<file path="src/rtl/mole_pkg.sv">
// Shared types and helpers for the mole pattern generator and its LFSR.
package mole_pkg;

   typedef enum logic [1:0] {IDLE, LOAD, RUN, PAUSED} state_e;

   localparam logic [15:0] DEFAULT_TAPS = 16'h002D;

   function automatic int clog2(input int value);
      int result;
      result = 0;
      for (int i = 0; i < 32; i++) begin
         if ((64'd1 << i) < 64'(value)) result = i + 1;
      end
      return result;
   endfunction

endpackage

</file>
<file path="src/rtl/mole_pattern_gen_if.sv">
// Game-FSM side controls and hole-driver side flags of the mole pattern generator.
interface mole_pattern_gen_if #(
   parameter int NUM_HOLES = 8
);
   logic                 start;
   logic                 stop;
   logic                 pause;
   logic                 speed;
   logic [NUM_HOLES-1:0] hit;
   logic [NUM_HOLES-1:0] ctrl;
   logic                 running;
   logic                 tick;

   modport master (output start, stop, pause, speed, hit,
                   input  ctrl, running, tick);

   modport slave  (input  start, stop, pause, speed, hit,
                   output ctrl, running, tick);
endinterface

</file>
<file path="src/rtl/mole_lfsr.sv">
// Shift-right LFSR with a zero-guarded seed load and a step enable.
module mole_lfsr
   import mole_pkg::*;
#(
   parameter int           W    = 16,
   parameter logic [W-1:0] TAPS = W'(DEFAULT_TAPS)
) (
   input  logic         clk,
   input  logic         rst,
   input  logic         load_i,
   input  logic [W-1:0] seed_i,
   input  logic         step_i,
   output logic [W-1:0] lfsr_o
);

   logic [W-1:0] lfsr_q, lfsr_d;

   always_comb begin
      // NOTE: default first, so the hold path is explicit and no latch is inferred.
      lfsr_d = lfsr_q;
      if (load_i) begin
         lfsr_d = (seed_i == '0) ? W'(1) : seed_i;
      end else if (step_i) begin
         lfsr_d = {^(lfsr_q & TAPS), lfsr_q[W-1:1]};
      end
   end

   // NOTE: non-blocking assignments so every flop samples pre-edge values.
   always_ff @(posedge clk or posedge rst) begin
      if (rst) lfsr_q <= '0;
      else     lfsr_q <= lfsr_d;
   end

   assign lfsr_o = lfsr_q;

endmodule

</file>
<file path="src/rtl/mole_pattern_gen.sv">
// Mole pattern generator: LFSR-driven spawning on NUM_HOLES holes with
// per-hole lifetimes, a cap on lit holes and player hit clearing.
module mole_pattern_gen
   import mole_pkg::*;
#(
   parameter int                NUM_HOLES = 8,
   parameter int                LFSR_W    = 16,
   parameter logic [LFSR_W-1:0] TAPS      = LFSR_W'(DEFAULT_TAPS),
   parameter int                DIV_SLOW  = 50000000,
   parameter int                DIV_FAST  = 25000000,
   parameter int                MOLE_LIFE = 3,
   parameter int                MAX_UP    = 2
) (
   input  logic              CLOCK_50,
   input  logic              reset,
   mole_pattern_gen_if.slave bus
);

   localparam int IDX_W  = clog2(NUM_HOLES);
   localparam int LIFE_W = clog2(MOLE_LIFE + 1);
   localparam int DIV_W  = clog2(DIV_SLOW);
   localparam int PC_W   = clog2(NUM_HOLES + 1);

   localparam logic [LIFE_W-1:0] LIFE_INIT = LIFE_W'(MOLE_LIFE);
   localparam logic [DIV_W-1:0]  LAST_SLOW = DIV_W'(DIV_SLOW - 1);
   localparam logic [DIV_W-1:0]  LAST_FAST = DIV_W'(DIV_FAST - 1);
   localparam logic [PC_W-1:0]   MAX_UP_C  = PC_W'(MAX_UP);

   state_e                state_q, state_d;
   logic [LFSR_W-1:0]     seed_q;
   logic [DIV_W-1:0]      div_q, div_d;
   logic [NUM_HOLES-1:0]  ctrl_q, ctrl_d;
   logic [LIFE_W-1:0]     life_q [NUM_HOLES];
   logic [LIFE_W-1:0]     life_d [NUM_HOLES];
   logic [LFSR_W-1:0]     lfsr;
   logic                  lfsr_load, lfsr_step;
   logic [DIV_W-1:0]      div_last;
   logic                  tick;
   logic [PC_W-1:0]       popcnt;
   logic [IDX_W-1:0]      spawn_idx;
   logic                  want;

   // The seed is captured on the IDLE->LOAD edge, so LOAD already holds the seeded value.
   mole_lfsr #(.W(LFSR_W), .TAPS(TAPS)) u_lfsr (
      .clk    (CLOCK_50),
      .rst    (reset),
      .load_i (lfsr_load),
      .seed_i (seed_q),
      .step_i (lfsr_step),
      .lfsr_o (lfsr)
   );

   assign div_last  = bus.speed ? LAST_FAST : LAST_SLOW;
   assign tick      = (state_q == RUN) && (div_q >= div_last);
   assign spawn_idx = lfsr[IDX_W-1:0];
   assign want      = lfsr[LFSR_W-1];

   always_comb begin
      popcnt = '0;
      for (int i = 0; i < NUM_HOLES; i++) popcnt = popcnt + PC_W'(ctrl_q[i]);
   end

   always_comb begin
      state_d   = state_q;
      div_d     = div_q;
      ctrl_d    = ctrl_q;
      life_d    = life_q;
      lfsr_load = 1'b0;
      lfsr_step = 1'b0;
      case (state_q)
         IDLE: begin
            div_d = '0;
            if (!bus.stop && !bus.pause && bus.start) begin
               state_d   = LOAD;
               lfsr_load = 1'b1;
            end
         end
         LOAD: begin
            div_d   = '0;
            state_d = bus.stop ? IDLE : RUN;
         end
         RUN: begin
            div_d     = tick ? '0 : div_q + 1'b1;
            lfsr_step = tick;
            for (int i = 0; i < NUM_HOLES; i++) begin
               if (ctrl_q[i] && bus.hit[i]) begin
                  ctrl_d[i] = 1'b0;
                  life_d[i] = '0;
               end else if (ctrl_q[i] && tick) begin
                  life_d[i] = life_q[i] - 1'b1;
                  if (life_q[i] == LIFE_W'(1)) ctrl_d[i] = 1'b0;
               end
            end
            // Spawn check looks at pre-edge ctrl, so a hole expiring now still counts.
            if (tick && want && !ctrl_q[spawn_idx] && !bus.hit[spawn_idx] &&
                popcnt < MAX_UP_C) begin
               ctrl_d[spawn_idx] = 1'b1;
               life_d[spawn_idx] = LIFE_INIT;
            end
            if (bus.stop)       state_d = IDLE;
            else if (bus.pause) state_d = PAUSED;
         end
         PAUSED: begin
            if (bus.stop)        state_d = IDLE;
            else if (!bus.pause) state_d = RUN;
         end
         default: state_d = IDLE;
      endcase
      if (state_d == IDLE) begin
         ctrl_d = '0;
         for (int i = 0; i < NUM_HOLES; i++) life_d[i] = '0;
      end
   end

   // NOTE: the life array is a handful of flops, so it takes the async reset like all other state.
   always_ff @(posedge CLOCK_50 or posedge reset) begin
      if (reset) begin
         state_q <= IDLE;
         seed_q  <= '0;
         div_q   <= '0;
         ctrl_q  <= '0;
         for (int i = 0; i < NUM_HOLES; i++) life_q[i] <= '0;
      end else begin
         state_q <= state_d;
         seed_q  <= seed_q + 1'b1;
         div_q   <= div_d;
         ctrl_q  <= ctrl_d;
         life_q  <= life_d;
      end
   end

   assign bus.ctrl    = ctrl_q;
   assign bus.running = (state_q == RUN);
   assign bus.tick    = tick;

endmodule

</file>
<file path="src/flat_wrapper.sv">
// flat-port wrapper written by rule: the top's interface ports become plain ports
module mole_pattern_gen_flat import mole_pkg::*;
#(
   parameter int                NUM_HOLES = 8,
   parameter int                LFSR_W    = 16,
   parameter logic [LFSR_W-1:0] TAPS      = LFSR_W'(DEFAULT_TAPS),
   parameter int                DIV_SLOW  = 50000000,
   parameter int                DIV_FAST  = 25000000,
   parameter int                MOLE_LIFE = 3,
   parameter int                MAX_UP    = 2
)
  (CLOCK_50, reset, bus_start, bus_stop, bus_pause, bus_speed, bus_hit, bus_ctrl, bus_running, bus_tick);
  mole_pattern_gen_if #(.NUM_HOLES(NUM_HOLES)) bus_i ();
  input  logic CLOCK_50;
  input  logic reset;
  input wire logic [$bits(bus_i.start)-1:0] bus_start;
  input wire logic [$bits(bus_i.stop)-1:0] bus_stop;
  input wire logic [$bits(bus_i.pause)-1:0] bus_pause;
  input wire logic [$bits(bus_i.speed)-1:0] bus_speed;
  input wire logic [$bits(bus_i.hit)-1:0] bus_hit;
  output wire logic [$bits(bus_i.ctrl)-1:0] bus_ctrl;
  output wire logic [$bits(bus_i.running)-1:0] bus_running;
  output wire logic [$bits(bus_i.tick)-1:0] bus_tick;
  assign bus_i.start = bus_start;
  assign bus_i.stop = bus_stop;
  assign bus_i.pause = bus_pause;
  assign bus_i.speed = bus_speed;
  assign bus_i.hit = bus_hit;
  assign bus_ctrl = bus_i.ctrl;
  assign bus_running = bus_i.running;
  assign bus_tick = bus_i.tick;
  mole_pattern_gen #(.NUM_HOLES(NUM_HOLES), .LFSR_W(LFSR_W), .TAPS(TAPS), .DIV_SLOW(DIV_SLOW), .DIV_FAST(DIV_FAST), .MOLE_LIFE(MOLE_LIFE), .MAX_UP(MAX_UP)) u_core (.CLOCK_50(CLOCK_50), .reset(reset), .bus(bus_i));
endmodule
</file>
<file path="config.mk">
export PLATFORM = sky130hd
export DESIGN_NAME = mole_pattern_gen_flat
export DESIGN_NICKNAME = d
export VERILOG_FILES = /design/src/rtl/mole_pkg.sv /design/src/rtl/mole_pattern_gen_if.sv /design/src/rtl/mole_lfsr.sv /design/src/rtl/mole_pattern_gen.sv /design/src/flat_wrapper.sv
export SDC_FILE = /design/constraint.sdc
export NUM_CORES = 1
export LEC_CHECK = 0
export BUFFER_PORTS_ARGS = -buffer_cell sky130_fd_sc_hd__buf_4
export CORE_ASPECT_RATIO = 1.75
export CORE_MARGIN = 1
export CORE_UTILIZATION = 62
export DETAILED_ROUTE_END_ITERATION = 16
export PLACE_DENSITY = 0.8
export SETUP_SLACK_MARGIN = 0.2
export SKIP_LAST_GASP = 1
export SLEW_MARGIN = 20
export SYNTH_ARGS = -nofsm -noshare
export SYNTH_HDL_FRONTEND = slang
export SYNTH_SLANG_ARGS = --single-unit
</file>
<file path="constraint.sdc">
create_clock -name CLOCK_50 -period 4.9 [get_ports CLOCK_50]
set_input_delay 0.49 -clock CLOCK_50 [delete_from_list [all_inputs] [get_ports CLOCK_50]]
set_output_delay 0.49 -clock CLOCK_50 [all_outputs]
set_load 0.01 [all_outputs]
</file>
==> results.sh, run 1 <==
export IMPL_outcome="completed"
export IMPL_instances_no_fill=639
export IMPL_dr_total_vias=4211
export IMPL_net_count_final=587
export IMPL_dpl_cell_count=623
export IMPL_route_top_layer_used="met4"
export IMPL_relative_contribution_of_sequential_cells_to_total_power_pct=47.9
export IMPL_first_global_vias=4239
export IMPL_wl_met1_mm=4.711
export IMPL_drt_wirelength_per_cell_um=18.48
export IMPL_power_static_leakage_nw=2.433
export IMPL_layout_drive_gt1_share_pct=10.34
export IMPL_antenna_found_initial=0
export IMPL_boundaryPins=24
export IMPL_diodes=0
export IMPL_ys_seq_elements=84
export IMPL_crit_path_max_fanout=17
export IMPL_tritoncts_num_buffers=9
export IMPL_report_final_slew_viol_count=0
export IMPL_cts_repair_resized=0
export IMPL_floorplan_initialDensity_pct=64.69
export IMPL_full_die_area_mm2=0.008382
export IMPL_synth_area_leaders="dfrtp_1, ha_1, nand2_1"
export IMPL_cts_setup_buffers=0
export IMPL_htree_num_levels=3
export IMPL_vdd_drop_max_mv=0.3188
export IMPL_worst_slew_pin_slew_ps=779.7
export IMPL_clock_transition_at_path_regs_ps=60
export IMPL_rows=42
export IMPL_mappedNetlistArea_mm2=0.004964
export IMPL_synth_nets=574
export IMPL_setup_worst_path_end="u_core.life_q[4]"
export IMPL_synth_seq_area_share_pct=42.35
export IMPL_syn_area_per_cell_um2=9.312
export IMPL_worstPathArrival_ps=4010
export IMPL_syn_inst=533
export IMPL_ff2ff_path_depth=14
export IMPL_gr_total_overflow=0
export IMPL_fin_tns_setup_ps=0
export IMPL_ys_warnings_count=0
export IMPL_cap_viol_max_count=0
export IMPL_clock_sinks=84
export IMPL_post_synth_top_area_cell="dfrtp_1"
export IMPL_wl_met2_mm=6.340
export IMPL_synth_top_cell_area_share_pct=42.35
export IMPL_slew_headroom_pct=47.78
export IMPL_power_frac_comb_pct=12.7
export IMPL_hold_class="input pin to asynchronous set/reset pin"
export IMPL_critical_path_startpoint="u_core.bus.ctrl[0]"
export IMPL_clock_network_latency_to_the_later_pin_of_the_worst_skew_pair_ps=340
export IMPL_routed_via_density=6.590
export IMPL_antenna_left=0
export IMPL_grtUsageTotal_pct=30.37
export IMPL_postSynth_asyncResetShare_pct=100.0
export IMPL_cp_data_required_time_ps=5160
export IMPL_die_height_um=120.4
export IMPL_max_clock_path_buffers=2
export IMPL_buffer_ports_inserted=23
export IMPL_period_needed_ps=3748
export IMPL_maxClockFrequency_mhz=266.8
export IMPL_yosysUniqueCellTypes=56
export IMPL_drcViolationCount=0
export IMPL_p_switching_mw=0.4683
export IMPL_cts_hold_fix_buffers=0
export IMPL_synth_main_ff_cell="dfrtp_1"
export IMPL_dr_pass1_iters=7
export IMPL_global_route_wire_length_before_repair_mm=20.11
export IMPL_chipWidth_um=69.64
export IMPL_critPathKind="register to register"
export IMPL_final_hold_violation_count=0
export IMPL_switching_share_pct=29.06
export IMPL_crit_path_end_kind="register"
export IMPL_metal3_wl_um=458
export IMPL_worst_r2r_endpoint="u_core.life_q[4]"
export IMPL_pwr_density_cell_mw_per_mm2=296.8
export IMPL_detailedRoute_firstIterationViolations=294
export IMPL_grt_start_max_net_pins=53
export IMPL_pwr_share_clk_pct=39.4
export IMPL_nFillCells=590
export IMPL_cts_root_buffer="clkbuf_16"
export IMPL_dp_hpwl_mm=8.013
export IMPL_final_period_utilization_pct=76.48
export IMPL_rsz0062_at_grt="false"
export IMPL_fp_coreArea_mm2=0.007672
export IMPL_layout_area_overhead_vs_synth_pct=9.403
export IMPL_reg2reg_from="u_core.bus.ctrl[0]"
export IMPL_most_frequent_cell_after_synthesis="dfrtp_1"
export IMPL_finalWeightedCongestion=0.8524
export IMPL_cts_tree="done"
export IMPL_finalClockSkew_ps=4.868
export IMPL_netlist_top_cells_count="dfrtp_1, nand2_1, a21oi_1"
export IMPL_synth_edf_count=0
export IMPL_setup_violations_final=0
export IMPL_wl_mm=11.81
export IMPL_timing_reg2reg_setup_slack_ps=1150
export IMPL_cellInternalPower_mw=1.143
export IMPL_worstSetupStartpointType="register"
power by group through the flow:
stage               registers, mW  logic, mW  clock network (mW)
CTS                         0.770      0.203               0.646
global placement            0.781      0.195                   0
floorplan                   0.742      0.183                   0
finish                      0.772      0.205               0.635
global route                0.775      0.226               0.676
detailed placement          0.781      0.202                   0
layer usage:
metal	up-vias	GRT usage, %
met2	127	53.46
met4	0	16.00
met3	23	4.250
li1	1994	-
met5	-	0
met1	2067	35.62
layout make-up:
type	count	area [µm²]	area share, %
inverter	34	131.4	2.419
timing repair buffer	27	202.7	3.733
multi-input combinational	390	2606	48.00
tap	88	110.1	2.028
clock buffer	10	229.0	4.217
clock inverter	6	48.80	0.8986
sequential	84	2102	38.71
metrics by stage:
stage                     setup WS, ps  hold slack [ps]  utilization, %  power [mW]  area (µm²)
after floorplan                   1283            456.1               -      0.9257        4964
after global placement            1309            473.3           67.14      0.9761        5151
after detailed placement          1196            474.4           67.14      0.9832        5151
after CTS                         1173            203.2           70.76       1.619        5429
after global routing             877.8            237.7           70.78       1.678        5430
final                             1152            187.5           70.78       1.611        5430
cells in the final DEF, fill, tap and decap left out, drive strengths merged, types with 22 or more instances in the layout:
| cell | count |
|---|---|
| dfrtp | 84 |
| nand2 | 48 |
| a21oi | 35 |
| inv | 34 |
| o21ai | 28 |
| buf | 27 |
| nand3 | 26 |
| ha | 24 |
| nor2 | 22 |
| nor3 | 22 |
how the worst min path moves through the flow:
stage          slack (ps)  depth (start not counted)                 to               from
2_1_floorplan         460                          1  u_core.life_q[11]  u_core.life_q[11]
3_3_place_gp          470                          1  u_core.life_q[13]  u_core.life_q[13]
3_5_place_dp          470                          1   u_core.life_q[1]   u_core.life_q[1]
4_1_cts               200                          2   u_core.seed_q[9]              reset
5_1_grt               240                          2  u_core.seed_q[15]              reset
6_report              190                          2  u_core.seed_q[12]              reset
state kept, by name (all words and copies together) (netlist names):
name and flops:
u_core.u_lfsr.lfsr_o 16, u_core.life_q 16, u_core.state_q 2, u_core.seed_q 16, u_core.div_q 26, u_core.bus.ctrl 8
worst max-delay path, stage by stage (launching register included):
cell and delay (ps):
dfrtp_1 460, ha_1 320, inv_1 70, fa_1 420
fa_1 490, inv_1 40, ha_1 250, a21oi_1 80
fa_1 390, o21ai_0 140, o21ai_0 150, nor4_4 270
buf_4 290, a31oi_1 110, o2bb2ai_1 180
cells by family (layout without fill, tap and decap cells):
kind of cell / Yosys count / after routing / share of synthesized area (%)
muxes: 5 / 5 / 1.059
adders and majority gates: 27 / 27 / 7.260
and+or+nand+nor: 184 / 184 / 19.54
buffers and inverters: 59 / 77 / 5.294
DFF: 84 / 84 / 42.35
xor gates and xnor gates: 18 / 18 / 3.176
AOI/OAI and AO/OA: 156 / 156 / 21.33
Power figures use the tool's default switching activity.
==> inputs of run 2 (changes only) <==
- CORE_UTILIZATION: 62 -> 56
- PLACE_DENSITY: 0.8 -> 0.77
- clock period: 4.9 -> 3.12 ns (I/O delays scaled with it)
==> run 2 against run 1 <==
Net effect:
- the run now ends with negative setup slack left
- hold slack got worse by 110 ps
- sequential power rose by 55%
- sequential share of layout area fell by 2.6 points
- largest power group unchanged
==> results.sh, run 2 (synthesis results as in run 1) <==
export IMPL_slew_headroom_pct=47.44
export IMPL_layout_drive_gt1_share_pct=17.40
export IMPL_power_static_leakage_nw=2.596
export IMPL_crit_path_max_fanout=4
export IMPL_worst_hold_slack_ps=82.33
export IMPL_finalClockSkew_ps=5.025
export IMPL_antenna_found_initial=0
export IMPL_dr_total_vias=4343
export IMPL_crit_path_end_kind="register"
export IMPL_tritoncts_num_buffers=9
export IMPL_met1_grt_util_pct=32.79
export IMPL_nFillCells=692
export IMPL_dp_hpwl_mm=8.057
export IMPL_chipWidth_um=73.17
export IMPL_cp_data_required_time_ps=3380
export IMPL_worst_r2r_endpoint="u_core.life_q[15]"
export IMPL_diodes=0
export IMPL_fp_coreArea_mm2=0.008615
export IMPL_clock_transition_at_path_regs_ps=60
export IMPL_rows=45
export IMPL_vdd_drop_max_mv=0.4030
export IMPL_pre_cts_slack_ps=-487.3
export IMPL_detailedRoute_firstIterationViolations=434
export IMPL_clock_sinks=84
export IMPL_final_core_utilization_pct=67.73
export IMPL_maxClockFrequency_mhz=273.8
export IMPL_outcome="finished with violations"
export IMPL_multi_input_area_mm2=0.002770
export IMPL_grt_start_max_net_pins=45
export IMPL_critPathKind="register to register"
export IMPL_wl_mm=12.31
export IMPL_worstSetupStartpointType="register"
export IMPL_full_die_area_mm2=0.009258
export IMPL_clock_network_latency_to_the_later_pin_of_the_worst_skew_pair_ps=340
export IMPL_finalWeightedCongestion=0.9199
export IMPL_sequential_cell_area_mm2=0.002105
export IMPL_violations="negative setup slack"
export IMPL_final_hold_violation_count=0
export IMPL_die_height_um=126.5
export IMPL_timing_reg2reg_setup_slack_ps=-530
export IMPL_worstPathArrival_ps=3910
export IMPL_boundaryPins=24
export IMPL_timing_final_ws_setup_ps=-531.9
export IMPL_register_with_the_most_flip_flops="u_core.div_q"
export IMPL_setup_violations_final=24
export IMPL_ff2ff_path_depth=14
export IMPL_net_count_final=606
export IMPL_hold_class="input pin to asynchronous set/reset pin"
export IMPL_cts_root_buffer="clkbuf_16"
export IMPL_worst_slew_pin_slew_ps=784.7
export IMPL_buffer_ports_inserted=23
export IMPL_global_route_usage_met2_pct=47.98
export IMPL_crit_path_max_incr_delay_ps=510
export IMPL_pwr_density_cell_mw_per_mm2=467.5
export IMPL_antenna_left=0
export IMPL_globalRouteMet3Util_pct=5.481
export IMPL_mostFrequentLayoutCell="dfrtp_1"
export IMPL_instances_no_fill=686
export IMPL_detailed_place_area_mm2=0.005320
export IMPL_dr_pass1_iters=5
export IMPL_grtUsageTotal_pct=28.10
export IMPL_power_mw=2.728
export IMPL_max_clock_path_buffers=2
export IMPL_floorplan_initialDensity_pct=57.62
export IMPL_largest_reg_flops=26
export IMPL_drcViolationCount=0
export IMPL_routed_via_density=6.331
export IMPL_final_period_utilization_pct=117.0
export IMPL_cap_viol_max_count=0
export IMPL_period_needed_ps=3652
export IMPL_layout_area_overhead_vs_synth_pct=17.54
export IMPL_cts_tree="done"
export IMPL_cts_hold_fix_buffers=0
export IMPL_cp_max_delay_cell="fa_1"
export IMPL_gr_total_overflow=0
export IMPL_crit_chain="ha_4, inv_2, fa_1, fa_1, inv_1, ha_1, a21oi_2, fa_2, o21ai_2, o21ai_2, nor4_4, buf_4, a211oi_1, nor3_1"
export IMPL_first_global_vias=4307
export IMPL_drt_wirelength_per_cell_um=17.95
export IMPL_global_route_wire_length_before_repair_mm=20.22
export IMPL_design_area_mm2=0.005834
export IMPL_grt_busiest_layer="met2"
export IMPL_mostFrequentLayoutCells="dfrtp_1, nand2_1, buf_4"
export IMPL_htree_num_levels=3
export IMPL_report_final_slew_viol_count=0
export IMPL_dpl_cell_count=665
export IMPL_reg2reg_from="u_core.bus.ctrl[1]"
export IMPL_rsz0062_at_grt="true"
export IMPL_fin_tns_setup_ps=-11810
-- run 2: cell count changes in the layout (fill, tap and decap cells not counted), sizes merged --
cell      previous run  this run
buf                 27        46
clkbuf              10        11
inv                 34        33
bufinv               0         2
clkinvlp             3         0
-- run 2: area by class of cell --
cell class / instances / area share, %
Clock inverter: 4 / 1.265
Tap cell: 117 / 2.509
Sequential cell: 84 / 36.07
Multi-Input combinational cell: 390 / 47.48
Timing Repair Buffer: 46 / 6.262
Inverter: 34 / 2.252
Clock buffer: 11 / 4.160
-- run 2: worst max path at each step --
stage | startpoint | end | slack (ps)
6_report | u_core.bus.ctrl[1] | u_core.life_q[15] | -530
2_1_floorplan | u_core.bus.ctrl[0] | u_core.bus.ctrl[5] | -470
3_3_place_gp | u_core.bus.ctrl[0] | u_core.life_q[2] | -390
3_5_place_dp | u_core.bus.ctrl[0] | u_core.life_q[5] | -490
4_1_cts | u_core.bus.ctrl[0] | u_core.life_q[3] | -430
5_1_grt | u_core.bus.ctrl[1] | u_core.life_q[15] | -640
-- run 2: power breakdown --
group | switching, mW | internal [mW] | leakage [nW]
Combinational | 0.239 | 0.137 | 1.31
Sequential | 0.0781 | 1.12 | 1.13
Clock | 0.430 | 0.719 | 0.156
Total | 0.747 | 1.98 | 2.60
-- run 2: timing repair --
item                                    in CTS  in global routing
pin swaps                                   17                 18
resized for setup                           16                 16
endpoints found under the setup margin      24                 25
cloned                                       2                  0
buffers inserted                             1                  3
-- run 2: worst max-delay path, delay by kind of cell, from the launching register on --
| family | cells | cell delay [ps] |
|---|---|---|
| AND/OR/NAND/NOR | 2 | 540 |
| AO/OA/AOI/OAI | 4 | 390 |
| adder cells (fa/ha/maj) | 5 | 1910 |
| flip-flops | 1 | 430 |
| buffers and inverters | 3 | 310 |
-- run 2: routing by layer --
layer	share of wire [%]	vias to the layer above
met5	0	-
met4	2.7	0
met3	4.5	32
met2	53	133
met1	40	2150
li1	-	2028
